--- src/rtl/mem_stage.sv ---
// Memory-access stage: byte-lane steering, load extension, valid/ready data-memory
// handshake with stall and timeout abort, and the MEM/WB pipeline register.
module mem_stage #(
  parameter int TIMEOUT = 16
) (
  input  logic        clk,
  input  logic        rst,
  input  logic        ex_valid,
  input  logic [31:0] alu_result,
  input  logic [31:0] sd,
  input  logic        mem_read,
  input  logic        mem_write,
  input  logic [1:0]  mem_size,
  input  logic        mem_unsigned,
  input  logic [4:0]  rd,
  input  logic        reg_write,
  output logic        dmem_req,
  output logic        dmem_we,
  output logic [31:0] dmem_addr,
  output logic [3:0]  dmem_be,
  output logic [31:0] dmem_wdata,
  input  logic        dmem_ready,
  input  logic [31:0] dmem_rdata,
  output logic        mem_stall,
  output logic        wb_valid,
  output logic        wb_reg_write,
  output logic [4:0]  wb_rd,
  output logic [31:0] wb_data,
  output logic        wb_misalign,
  output logic        wb_bus_err
);

  localparam int CW = $clog2(TIMEOUT + 1);
  localparam logic [0:0] IDLE = 1'b0;
  localparam logic [0:0] WAIT = 1'b1;

  logic [0:0]    state_q, state_d;
  logic [CW-1:0] count_q, count_d;

  logic          wbValid_q, wbValid_d;
  logic          wbRegWrite_q, wbRegWrite_d;
  logic [4:0]    wbRd_q, wbRd_d;
  logic [31:0]   wbData_q, wbData_d;
  logic          wbMisalign_q, wbMisalign_d;
  logic          wbBusErr_q, wbBusErr_d;

  logic [1:0]    off;
  logic          memOp, misalign, alignedOp;
  logic          reqActive, timeoutHit, retireErr;
  logic [3:0]    laneBe;
  logic [31:0]   laneData, shifted, loadData;

  assign off       = alu_result[1:0];
  assign memOp     = ex_valid & (mem_read | mem_write);
  assign misalign  = (mem_size == 2'b11) | ((mem_size == 2'b01) & off[0]) |
                     ((mem_size == 2'b10) & (off != 2'b00));
  assign alignedOp = memOp & ~misalign;

  // Reset gates the request path so a pending access is dropped at once.
  assign reqActive  = rst & ((state_q == WAIT) | alignedOp);
  assign timeoutHit = (state_q == WAIT) & (count_q == CW'(TIMEOUT - 1));
  assign retireErr  = timeoutHit & ~dmem_ready;
  assign mem_stall  = reqActive & ~dmem_ready & ~timeoutHit;

  always_comb begin
    laneBe   = 4'b1111;
    laneData = sd;
    case (mem_size)
      2'b00: begin
        laneBe   = 4'b0001 << off;
        laneData = {4{sd[7:0]}};
      end
      2'b01: begin
        laneBe   = 4'b0011 << off;
        laneData = {2{sd[15:0]}};
      end
      default: ;
    endcase
  end

  assign dmem_req   = reqActive;
  assign dmem_we    = reqActive & mem_write;
  assign dmem_be    = reqActive ? laneBe : 4'b0000;
  assign dmem_addr  = {alu_result[31:2], 2'b00};
  assign dmem_wdata = laneData;

  always_comb begin
    shifted  = dmem_rdata >> {off, 3'b000};
    loadData = dmem_rdata;
    case (mem_size)
      2'b00:   loadData = {{24{~mem_unsigned & shifted[7]}}, shifted[7:0]};
      2'b01:   loadData = {{16{~mem_unsigned & shifted[15]}}, shifted[15:0]};
      default: ;
    endcase
  end

  always_comb begin
    state_d = state_q;
    count_d = count_q;
    case (state_q)
      IDLE: begin
        if (reqActive & ~dmem_ready) begin
          state_d = WAIT;
          count_d = CW'(1);
        end
      end
      default: begin
        if (dmem_ready | timeoutHit) begin
          state_d = IDLE;
          count_d = '0;
        end else begin
          count_d = count_q + CW'(1);
        end
      end
    endcase
  end

  // A stalled or empty slot enters MEM/WB as a bubble.
  always_comb begin
    wbValid_d    = 1'b0;
    wbRegWrite_d = 1'b0;
    wbRd_d       = '0;
    wbData_d     = '0;
    wbMisalign_d = 1'b0;
    wbBusErr_d   = 1'b0;
    if (ex_valid & ~mem_stall) begin
      wbValid_d    = 1'b1;
      wbMisalign_d = memOp & misalign;
      wbBusErr_d   = retireErr;
      wbRegWrite_d = reg_write & ~(memOp & misalign) & ~retireErr;
      wbRd_d       = rd;
      wbData_d     = (alignedOp & mem_read & dmem_ready) ? loadData : alu_result;
    end
  end

  always_ff @(posedge clk or negedge rst) begin
    if (!rst) begin
      state_q      <= IDLE;
      count_q      <= '0;
      wbValid_q    <= 1'b0;
      wbRegWrite_q <= 1'b0;
      wbRd_q       <= '0;
      wbData_q     <= '0;
      wbMisalign_q <= 1'b0;
      wbBusErr_q   <= 1'b0;
    end else begin
      state_q      <= state_d;
      count_q      <= count_d;
      wbValid_q    <= wbValid_d;
      wbRegWrite_q <= wbRegWrite_d;
      wbRd_q       <= wbRd_d;
      wbData_q     <= wbData_d;
      wbMisalign_q <= wbMisalign_d;
      wbBusErr_q   <= wbBusErr_d;
    end
  end

  assign wb_valid     = wbValid_q;
  assign wb_reg_write = wbRegWrite_q;
  assign wb_rd        = wbRd_q;
  assign wb_data      = wbData_q;
  assign wb_misalign  = wbMisalign_q;
  assign wb_bus_err   = wbBusErr_q;

endmodule

--- config.mk ---
export PLATFORM = sky130hd
export DESIGN_NAME = mem_stage
export DESIGN_NICKNAME = d
export VERILOG_FILES = /design/src/rtl/mem_stage.sv
export SDC_FILE = /design/constraint.sdc
export NUM_CORES = 1
export LEC_CHECK = 0
export CORE_MARGIN = 3
export CORE_UTILIZATION = 36
export DETAILED_ROUTE_END_ITERATION = 10
export HOLD_SLACK_MARGIN = 0.08
export PLACE_DENSITY = 0.81
export SLEW_MARGIN = 10
export SYNTH_ARGS = -nofsm -noshare
export SYNTH_HDL_FRONTEND = slang
export SYNTH_SLANG_ARGS = --single-unit
--- constraint.sdc ---
create_clock -name clk -period 2.2 [get_ports clk]
set_input_delay 0.22 -clock clk [delete_from_list [all_inputs] [get_ports clk]]
set_output_delay 0.22 -clock clk [all_outputs]
set_load 0.1 [all_outputs]
==> results by group, run 1 <==
Drt
  – WL/cell: between 15 and 20 um
  – Pre-antenna DRT Iters: 5
  – Via density: between 5 and 6
  – DRT Wirelength: 12600 um
  – Detail Route Antenna Nets: 0
  – DR vias: 3615
  – Residual DRC: 0
  – DR iter-0 viols: 184

Timing
  – RSZ-0062 raised after global routing: false
  – Final hold vios: 0
  – Slew Limit Headroom: 0.614
  – # setup viols final: 0
  – Worst slew pin tran: between 500 and 600 ps
  – Final Critical Period: 2120 ps
  – Clk_skew: approximately 7.7 ps
  – Max-slew violations: 0
  – Fmax: roughly 470 MHz
  – Period utilisation layout: 0.962
  – Setup WS post-layout: ~84 ps

Place
  – Worst slack at placement: -33.4 ps
  – Port Buffer Count: 220
  – Hpwl dp: slightly above 10000 um
  – Dpl cells: roughly 650
  – Routability cong.: between 0.8 and 0.9

CTS
  – CTS Buf Count: 5
  – Clk_lat worst skew: 300 ps
  – CTS tree: built
  – Root Driver: clkbuf_8
  – H-tree levels: 2
  – Clk sink count: 47
  – Maximum clock insertion buffer count: 2
  – Clock-pin transition on the worst setup and hold timing paths: around 80 ps

Yosys
  – Cell area after synthesis: around 3300 um2
  – Most frequent cell after synthesis: dfrtp_1
  – Synth top area cells: dfrtp_1, buf_4, mux2_2
  – Sequential area share after synthesis: 0.354
  – Post-synthesis register bit count: 47
  – Top cell type's share of synthesized area: 0.354
  – Syn. warnings: 0
  – Post-synth top flop: dfrtp_1
  – EDFF count, synth: 0
  – Syn_area_per_cell: a little over 9 um2
  – Async SR Flop Fraction: 1.00
  – Post-synth top area cell: dfrtp_1
  – Syn Inst Count: 360
  – Distinct cells, synth: ~50
  – Post-synth top cells: dfrtp_1, buf_4, nand2_1, nor2_1, mux2_2

Die
  – Die area: roughly 10000 um2
  – Initial Utilization: 0.376
  – Io pins: ~220
  – Die Y: 102 um
  – Rows: 34
  – Die Span X: 102 um
  – Core ar.: between 8000 and 9000 um2

Worst setup path
  – Crit path max fanout: 9
  – Setup CP Type: primary input to primary output
  – CP Launch Point: alu_result[0]
  – Most common cell on crit path: buf_12
  – Slowest stage delay, CP: 440 ps
  – CP max-delay cell: clkdlybuf4s50_1
  – Crit Reg-Reg Startpoint: count_q[1]
  – Delay-heaviest family, CP: buffers and inverters
  – Startpoint types: primary input
  – Crit path DAT: around 1900 ps
  – CP Buf/Inv Count: 3
  – WP data required: just under 2000 ps
  – Critical Path, Cell by Cell: clkdlybuf4s50_1, or3_4, a21oi_2, o21ai_1, buf_12, a31oi_4, buf_12
  – Critical path capture point type: primary output

Cells and area
  – Area grow syn2layout: 76.4%
  – Share of cells above drive strength 1: 0.372
  – Non-filler cells, final: 665
  – Final-stage net count: approximately 670

Global routing
  – First-pass GRT wire length: roughly 19000 um
  – Initial antenna violation count: 0
  – Total Routing Usage GR: 0.233
  – Grt ovf: 0
  – Vias in the first global route: approximately 3800
  – Largest net degree at the start of global routing: 45

Power and ir drop
  – PD cells: around 620 nW/um2
  – Leak pwr: approximately 2.7 nW
  – Worst VDD drop: slightly below 0.0004 V

Worst hold path
  – Worst min-delay path class: primary input to async pin

Status
  – Status: finished, final reports clean

Flow run
  – Max-cap viol count: 0
path summary, 6_finish.rpt:
check / end / slack (ps) / cells after the start
min: count_q[4] / 290 / 2
min in group clk: wb_rd[0] / 490 / 2
max reg2reg: wb_data[15] / 190 / 8
max in group asynchronous: wb_data[0] / 1100 / 3
max: dmem_be[2] / 80 / 7
min reg2reg: count_q[4] / 550 / 1
where the power goes:
group | leakage (nW) | internal, W | total (W) | switching, W
registers | 0.613 | 0.000938 | 0.000980 | 0.0000422
logic | 1.99 | 0.000685 | 0.00209 | 0.00141
clock network | 0.0515 | 0.000288 | 0.000583 | 0.000296
cell usage in the layout, fill, tap and decap left out, types with 2 or more instances in the layout:
cell type,synthesis,layout
o22ai_1,3,3
a21oi_2,0,3
o2bb2ai_1,4,4
o221ai_1,9,9
o32ai_1,9,9
conb_1,1,2
mux2i_1,16,16
a221oi_1,4,4
nand3b_1,5,5
nor2_1,27,24
a22o_1,2,2
nand2b_1,4,4
inv_1,8,8
o21ai_0,14,6
a21oi_1,14,10
o21ai_2,0,8
a2bb2oi_1,8,8
o21ai_1,3,2
a211oi_1,3,3
and3_1,7,7
buf_12,0,36
ha_2,0,2
nor3_1,6,6
buf_4,43,108
dfrtp_1,47,47
o211ai_1,6,6
o32ai_2,7,7
o31ai_1,2,2
nor2b_1,4,3
nand2_1,37,37
clkbuf_8,0,7
nor4_1,2,2
buf_2,9,2
a31oi_1,3,2
mux2_2,17,17
clkdlybuf4s50_1,0,108
nor2_2,1,4
registers in the layout, indices dropped and copies added (netlist names):
name and count:
wb_misalign 1, count_q 5, state_q 1, wb_valid 1
wb_reg_write 1, wb_rd 5, wb_bus_err 1, wb_data 32
area by class of cell:
class                      count  area [um2]
multi-input combinational    238        1790
tap                          108         135
fill                         701        2980
timing repair buffer         255        2630
sequential                    47        1180
antenna                        1        2.50
clock buffer                   8         100
inverter                       8        30.0
per-layer routing:
| metal | GRT usage | up-vias | share of wire |
|---|---|---|---|
| met2 | 0.440 | 187 | 0.54 |
| li1 | - | 1667 | - |
| met3 | 0.0771 | 13 | 0.099 |
| met1 | 0.253 | 1748 | 0.35 |
| met5 | 0 | - | 0 |
| met4 | 0.0464 | 0 | 0.010 |
worst reg2reg max path: cells and delay by family, from the launching register on:
family,cells,cell delay (ps)
AO/OA/AOI/OAI,2,360
adder cells (fa/ha/maj),2,440
buffers and inverters,1,180
flip-flops,1,400
AND/OR/NAND/NOR,3,540
cell families after synthesis:
| group | count (synthesis) | synth area share |
|---|---|---|
| and+or+nand+nor | 100 | 0.146 |
| AOI/OAI and AO/OA | 99 | 0.240 |
| buffers and inverters | 76 | 0.140 |
| DFF | 47 | 0.354 |
| muxes | 34 | 0.110 |
| adders and majority gates | 2 | 0.00752 |
| other | 1 | 0.00113 |
| xor gates and xnor gates | 1 | 0.00263 |
metrics by stage:
step           power, W   util  TNS (ps)  hold slack [ps]  area, um2
4_1_cts         0.00364  0.658         0              295       5830
3_5_place_dp    0.00305  0.644     -41.1             72.7       5700
6_report        0.00365  0.663         0              292       5870
3_3_place_gp    0.00302  0.644         0             62.7       5700
2_1_floorplan   0.00237      -      -752            -75.6       3390
5_1_grt         0.00378  0.663         0              301       5870
timing repair:
action | CTS | global route
hold buffers | 1 | 0
gates resized for setup | 4 | 4
endpoints found under the hold margin | 4 | 0
pin swaps | 1 | 2
endpoints found under the setup margin | 8 | 7
buffers inserted | 0 | 3
(Power assumes the default switching activity.)
==> inputs of run 2 (changes only) <==
--- a/config.mk
+++ b/config.mk
@@ -6,10 +6,10 @@
 export NUM_CORES = 1
 export LEC_CHECK = 0
 export CORE_MARGIN = 3
-export CORE_UTILIZATION = 36
+export CORE_UTILIZATION = 25
+export CTS_BUF_LIST = sky130_fd_sc_hd__clkbuf_4
 export DETAILED_ROUTE_END_ITERATION = 10
 export HOLD_SLACK_MARGIN = 0.08
-export PLACE_DENSITY = 0.81
 export SLEW_MARGIN = 10
 export SYNTH_ARGS = -nofsm -noshare
 export SYNTH_HDL_FRONTEND = slang
==> run 2 against run 1 <==
Net effect: clock-buffer cell count decreased by 2; clock power decreased by 29%; cell area increased by 0.90%; wire length increased by 3.1%; die area increased by 41%; power decreased by 5.0%; clock skew increased by 2.7 ps; sequential power about the same; worst hold slack improved by 100 ps; cell count increased by 9.6%; critical path type unchanged; global-route usage decreased by 6.6 points.
==> results by group, run 2 (synthesis gave the netlist of run 1 again) <==
Status
  – Status: finished, final reports clean

Place
  – Routability cong.: 0.828 (-0.50%)
  – Port Buffer Count: 220 (unchanged)
  – Hpwl dp: 10700 um (+5.5%)
  – Worst slack at placement: -17.8 ps (+15.6 ps)
  – DP Area: 5780 um2 (+1.4%)

Timing
  – # setup viols final: 0 (unchanged)
  – Setup WS post-layout: 56.5 ps (-27.4 ps)
  – Clk_skew: 10.4 ps (+2.72 ps)
  – Fmax: 467 MHz (-1.3%)
  – Slew Limit Headroom: 0.621 (+0.00660)
  – Final hold vios: 0 (unchanged)
  – Setup_tns: 0 ps (unchanged)
  – Max-slew violations: 0 (unchanged)
  – Final Critical Period: 2140 ps (+27.4 ps)
  – Period utilisation layout: 0.974 (+0.0124)
  – Worst slew pin tran: 563 ps (-15.9 ps)

Worst setup path
  – Reg2reg end: wb_data[15]
  – Slowest stage delay, CP: 440 ps (about the same)
  – CP max-delay cell: clkdlybuf4s50_1
  – Startpoint types: primary input
  – FF-to-FF path depth: 9 (+1)
  – R2r setup slk: 130 ps (-60 ps)
  – Setup CP Type: primary input to primary output
  – Critical path capture point type: primary output
  – Critical Path, Cell by Cell: clkdlybuf4s50_1, or3_4, a21oi_4, o21ai_2, buf_4, a31oi_4, buf_12
  – Crit path DAT: 1920 ps (+20 ps)
  – WP data required: 1980 ps (about the same)
  – Crit Reg-Reg Startpoint: count_q[1]
  – Crit path max fanout: 4 (-5)

Die
  – Die Y: 121 um (+19%)
  – Rows: 41 (+21%)
  – Die Span X: 121 um (+19%)
  – Io pins: 223 (unchanged)
  – Core ar.: 12800 um2 (+45%)
  – Initial Utilization: 0.259 (-0.117)
  – Die area: 14700 um2 (+41%)

Flow run
  – Max-cap viol count: 0 (unchanged)

CTS
  – Clk_lat worst skew: 370 ps (+70 ps)
  – Clock-pin transition on the worst setup and hold timing paths: 130 ps (+50 ps)
  – Maximum clock insertion buffer count: 2 (unchanged)
  – CTS tree: built
  – Root Driver: clkbuf_4
  – H-tree levels: 2 (unchanged)
  – Clk sink count: 47 (unchanged)
  – CTS Buf Count: 5 (unchanged)

Global routing
  – Total Routing Usage GR: 0.167 (-0.0665)
  – Grt ovf: 0 (unchanged)
  – Largest net degree at the start of global routing: 39 (-13%)
  – First-pass GRT wire length: 19400 um (+2.1%)
  – Initial antenna violation count: 0 (unchanged)
  – Vias in the first global route: 3606 (-4.5%)

Worst hold path
  – Hold Path Stages: 2
  – WHS Endpoint: wb_rd[2]
  – Worst min-delay path class: primary input to flip-flop
  – Min-delay src: rd[2]

Drt
  – Via density: 4.85 (-11%)
  – Residual DRC: 0 (unchanged)
  – Pre-antenna DRT Iters: 4 (-1)
  – Detail Route Antenna Nets: 0 (unchanged)
  – DR vias: 3536 (-2.2%)
  – DRT Wirelength: 12900 um (+3.1%)
  – WL/cell: 17.8 um (-6.0%)
  – DR iter-0 viols: 130 (-29%)

Cells and area
  – Most frequent cells in the layout: buf_4, clkdlybuf4s50_1, dfrtp_1
  – Most common cell after layout, fill and taps aside: buf_4
  – Share of cells above drive strength 1: 0.377 (+0.00472)
  – Fin area: 5920 um2 (+0.90%)
  – Final core utilization: 0.462 (-0.202)
  – Final-stage net count: 669 (+0.15%)
  – Max reg flops: 32 (unchanged)
  – Area grow syn2layout: 78.0%
  – ANT cells: 0 (-1)

Power and ir drop
  – Leak pwr: 2.64 nW (-0.48%)
  – Tot Pwr: 0.00347 W (-5.0%)
  – Worst VDD drop: 0.000243 V (-37%)
  – PD cells: 586 nW/um2 (-5.8%)
-- run 2: how the worst max path moves through the flow --
| stage | startpoint | slack, ps | depth (start not counted) | to |
|---|---|---|---|---|
| 2_1_floorplan | mem_size[0] | -160 | 5 | dmem_be[1] |
| 3_5_place_dp | alu_result[0] | -20 | 7 | wb_data[31] |
| 3_3_place_gp | alu_result[0] | -10 | 7 | dmem_be[2] |
| 4_1_cts | alu_result[0] | 20 | 8 | dmem_be[2] |
| 5_1_grt | mem_read | -10 | 7 | dmem_be[1] |
| 6_report | mem_size[0] | 60 | 7 | dmem_be[2] |
-- run 2: worst max-delay path: cells and delay by family --
kind / cells / cell delay (ps)
buffers and inverters: 3 / 820
AO/OA/AOI/OAI: 3 / 450
AND/OR/NAND/NOR: 1 / 430
-- run 2: layout make-up --
cell class                      instances  area, um2
Fill cell                            1254       6900
Timing Repair Buffer                  256       2630
Multi-Input combinational cell        238       1820
Sequential cell                        47       1180
Tap cell                              172        215
Clock buffer                            6       45.0
Inverter                                8       30.0
Clock inverter                          2       7.51
-- run 2: through the flow --
| step | hold WS, ps | std cells |
|---|---|---|
| finish | 396 | 729 |
| global route | 373 | 729 |
| CTS | 372 | 728 |
| detailed placement | 301 | 718 |
| global placement | 284 | 718 |
| floorplan | -75.6 | 361 |
-- run 2: repair_timing --
action / 4_1_cts / 5_1_grt
resized for setup: 5 / 8
setup endpoints to repair: 12 / 6
setup buffers: 1 / 1
hold buffers: 1 / 0
pin swaps: 1 / 2
endpoints found under the hold margin: 47 / 0
-- run 2: report_power, final --
part / internal [W] / leakage [nW] / total [W] / switching (W)
Combinational: 0.000674 / 2.00 / 0.00208 / 0.00141
Sequential: 0.000938 / 0.613 / 0.000978 / 0.0000398
Clock: 0.000131 / 0.0307 / 0.000413 / 0.000282
Total: 0.00174 / 2.64 / 0.00347 / 0.00173
-- run 2: routing by layer --
metal,global-route usage,vias to the layer above,routed length [um]
li1,-,1671,-
met1,0.196,1711,5150
met3,0.0490,7,1090
met4,0.0294,0,90
met2,0.303,147,6610
met5,0,-,0
==> inputs of run 3 (changes only) <==
--- a/config.mk
+++ b/config.mk
@@ -5,7 +5,7 @@
 export SDC_FILE = /design/constraint.sdc
 export NUM_CORES = 1
 export LEC_CHECK = 0
-export CORE_MARGIN = 3
+export CORE_MARGIN = 5
 export CORE_UTILIZATION = 25
 export CTS_BUF_LIST = sky130_fd_sc_hd__clkbuf_4
 export DETAILED_ROUTE_END_ITERATION = 10
==> run 3 against run 2 <==
Net effect: utilization shrank 0.66 points; critical path depth is the same; sequential share of layout area shrank 0.19 points; critical endpoint is now mem_stall; largest cell class unchanged; largest power group unchanged.
==> results by group, run 3 (synthesis gave the netlist of run 1 again) <==
Status
  – Status: finished, final reports clean

Drt
  – DR vias: 3532 (-0.11%)
  – DRT Wirelength: 13100 um (+1.4%)
  – Via density: 4.78 (-1.5%)
  – WL/cell: 17.8 um (about the same)
  – Pre-antenna DRT Iters: 4 (unchanged)
  – Detail Route Antenna Nets: 0 (unchanged)
  – DR iter-0 viols: 206 (+58%)
  – Residual DRC: 0 (unchanged)

Worst setup path
  – Slowest stage delay, CP: 410 ps (-30 ps)
  – WP data required: 1980 ps (about the same)
  – CP max-delay cell: dfrtp_1
  – Startpoint types: flip-flop
  – Crit path max fanout: 4 (unchanged)
  – Critical Path, Cell by Cell: ha_2, and3_4, ha_4, a21oi_4, buf_6, nor2b_4, buf_12
  – Delay-heaviest family, CP: flip-flops
  – Critical path capture point type: primary output
  – Setup CP Type: flip-flop to primary output
  – Crit path DAT: 1910 ps (about the same)
  – CP Buf/Inv Count: 2 (-1)

Global routing
  – Largest net degree at the start of global routing: 36 (-7.7%)
  – Total Routing Usage GR: 0.161 (-0.00581)
  – Grt ovf: 0 (unchanged)
  – Initial antenna violation count: 1 (+1)
  – Vias in the first global route: 3872 (+7.4%)
  – First-pass GRT wire length: 20500 um (+5.6%)

Power and ir drop
  – Pint: 0.00177 W (+1.5%)
  – Leak pwr: 2.67 nW (+1.1%)
  – PD cells: 582 nW/um2 (-0.70%)
  – Sequential share of power: 0.280 (-0.002)
  – Combinational share of power: 0.609 (+0.010)
  – Switch Pwr: 0.00171 W (-0.97%)
  – Net Sw Frac: 0.492 (-0.00615)
  – Clock group share of total power: 0.110 (-0.009)
  – Worst VDD drop: 0.000221 V (-9.1%)
  – Tot Pwr: 0.00348 W (+0.27%)

Timing
  – Clk_skew: 12.4 ps (+1.95 ps)
  – Final Critical Period: 2130 ps (-13.5 ps)
  – Fmax: 469 MHz (+0.63%)
  – RSZ-0062 raised after global routing: true
  – Setup WS post-layout: 70.0 ps (+13.5 ps)
  – Final hold vios: 0 (unchanged)
  – Period utilisation layout: 0.968 (-0.00613)
  – Max-slew violations: 0 (unchanged)
  – Worst hold slack: 307 ps (-89.0 ps)
  – # setup viols final: 0 (unchanged)

Place
  – Routability cong.: 0.793 (-4.3%)
  – Worst slack at placement: 60.5 ps (+78.2 ps)
  – DP Area: 5830 um2 (+0.82%)
  – Port Buffer Count: 220 (unchanged)
  – Hpwl dp: 10900 um (+2.1%)

CTS
  – Clock-pin transition on the worst setup and hold timing paths: 120 ps (about the same)
  – Clk_lat worst skew: 370 ps (about the same)
  – Root Driver: clkbuf_4
  – Clk sink count: 47 (unchanged)
  – H-tree levels: 2 (unchanged)
  – CTS tree: built
  – Maximum clock insertion buffer count: 2 (unchanged)
  – CTS Buf Count: 5 (unchanged)

Cells and area
  – Most common cell after layout, fill and taps aside: buf_4
  – Final core utilization: 0.455 (-0.00661)
  – Final-stage net count: 676 (+1.0%)
  – Share of cells above drive strength 1: 0.381 (+0.00376)
  – Area grow syn2layout: 79.7%
  – Max reg flops: 32 (unchanged)
  – Reg area: 1180 um2 (unchanged)
  – Area of the multi-input gates: 1810 um2 (-0.62%)
  – Most frequent cells in the layout: buf_4, clkdlybuf4s50_1, dfrtp_1
  – Fin area: 5980 um2 (+0.97%)
  – Filler instances: 1284 (+2.4%)

Flow run
  – Max-cap viol count: 0 (unchanged)

Die
  – Io pins: 223 (unchanged)
  – Die Y: 125 um (+3.3%)
  – Core ar.: 13100 um2 (+2.4%)
  – Rows: 42 (+2.4%)
  – Initial Utilization: 0.253 (-0.00618)
  – Die area: 15700 um2 (+6.7%)
  – Die Span X: 125 um (+3.3%)

Worst hold path
  – Worst min-delay path class: primary input to async pin
run 3: per-stage QoR:
| step | std cells | TNS, ps |
|---|---|---|
| floorplan | 361 | -752 |
| global placement | 726 | 0 |
| detailed placement | 726 | 0 |
| CTS | 736 | 0 |
| global route | 739 | -21.8 |
| finish | 739 | 0 |
run 3: worst paths after layout:
| check | to | cells past startpoint | start | slack (ps) |
|---|---|---|---|---|
| worst max-delay path | mem_stall | 7 | count_q[1] | 70 |
| worst min register to register | count_q[4] | 1 | count_q[4] | 510 |
| min in group clk | wb_data[1] | 3 | mem_size[1] | 400 |
| max in group asynchronous | wb_data[26] | 3 | rst | 1160 |
| worst max register to register | wb_data[15] | 9 | count_q[0] | 170 |
| worst min-delay path | state_q | 2 | rst | 310 |
run 3: final cells by class:
type,instances,area share
clock buffer,6,0.00753
antenna,1,0.000418
timing repair buffer,263,0.451
tap,176,0.0368
sequential,47,0.197
multi-input combinational,238,0.302
inverter,8,0.00502
run 3: worst register-to-register path, stage by stage (launching register included):
cell and delay, ps:
dfrtp_1 380, ha_2 190, and3_4 200, ha_4 150, a21oi_4 60, buf_4 160
a31oi_2 210, nand2_2 110, buf_12 180, nor4_1 280
run 3: power by group through the flow:
| stage | clock network [W] | registers (W) | logic, W |
|---|---|---|---|
| 3_5_place_dp | 0 | 0.000996 | 0.00207 |
| 4_1_cts | 0.000410 | 0.000976 | 0.00211 |
| 5_1_grt | 0.000432 | 0.000985 | 0.00220 |
| 3_3_place_gp | 0 | 0.000993 | 0.00206 |
| 2_1_floorplan | 0 | 0.00137 | 0.00101 |
| 6_report | 0.000383 | 0.000976 | 0.00212 |
run 3: repair_timing:
item	CTS	global route
endpoints found under the hold margin	12	0
pin swaps	1	2
gates resized for setup	4	7
setup endpoints to repair	1	6
gates cloned	0	0
hold buffers	1	0
setup buffers	3	2
run 3: routing by layer:
layer | track usage | routed length [um] | up-vias
met2 | 0.284 | 6590 | 162
met1 | 0.183 | 5140 | 1673
met3 | 0.0631 | 1240 | 10
li1 | - | - | 1687
met5 | 0 | 0 | -
met4 | 0.0383 | 157 | 0
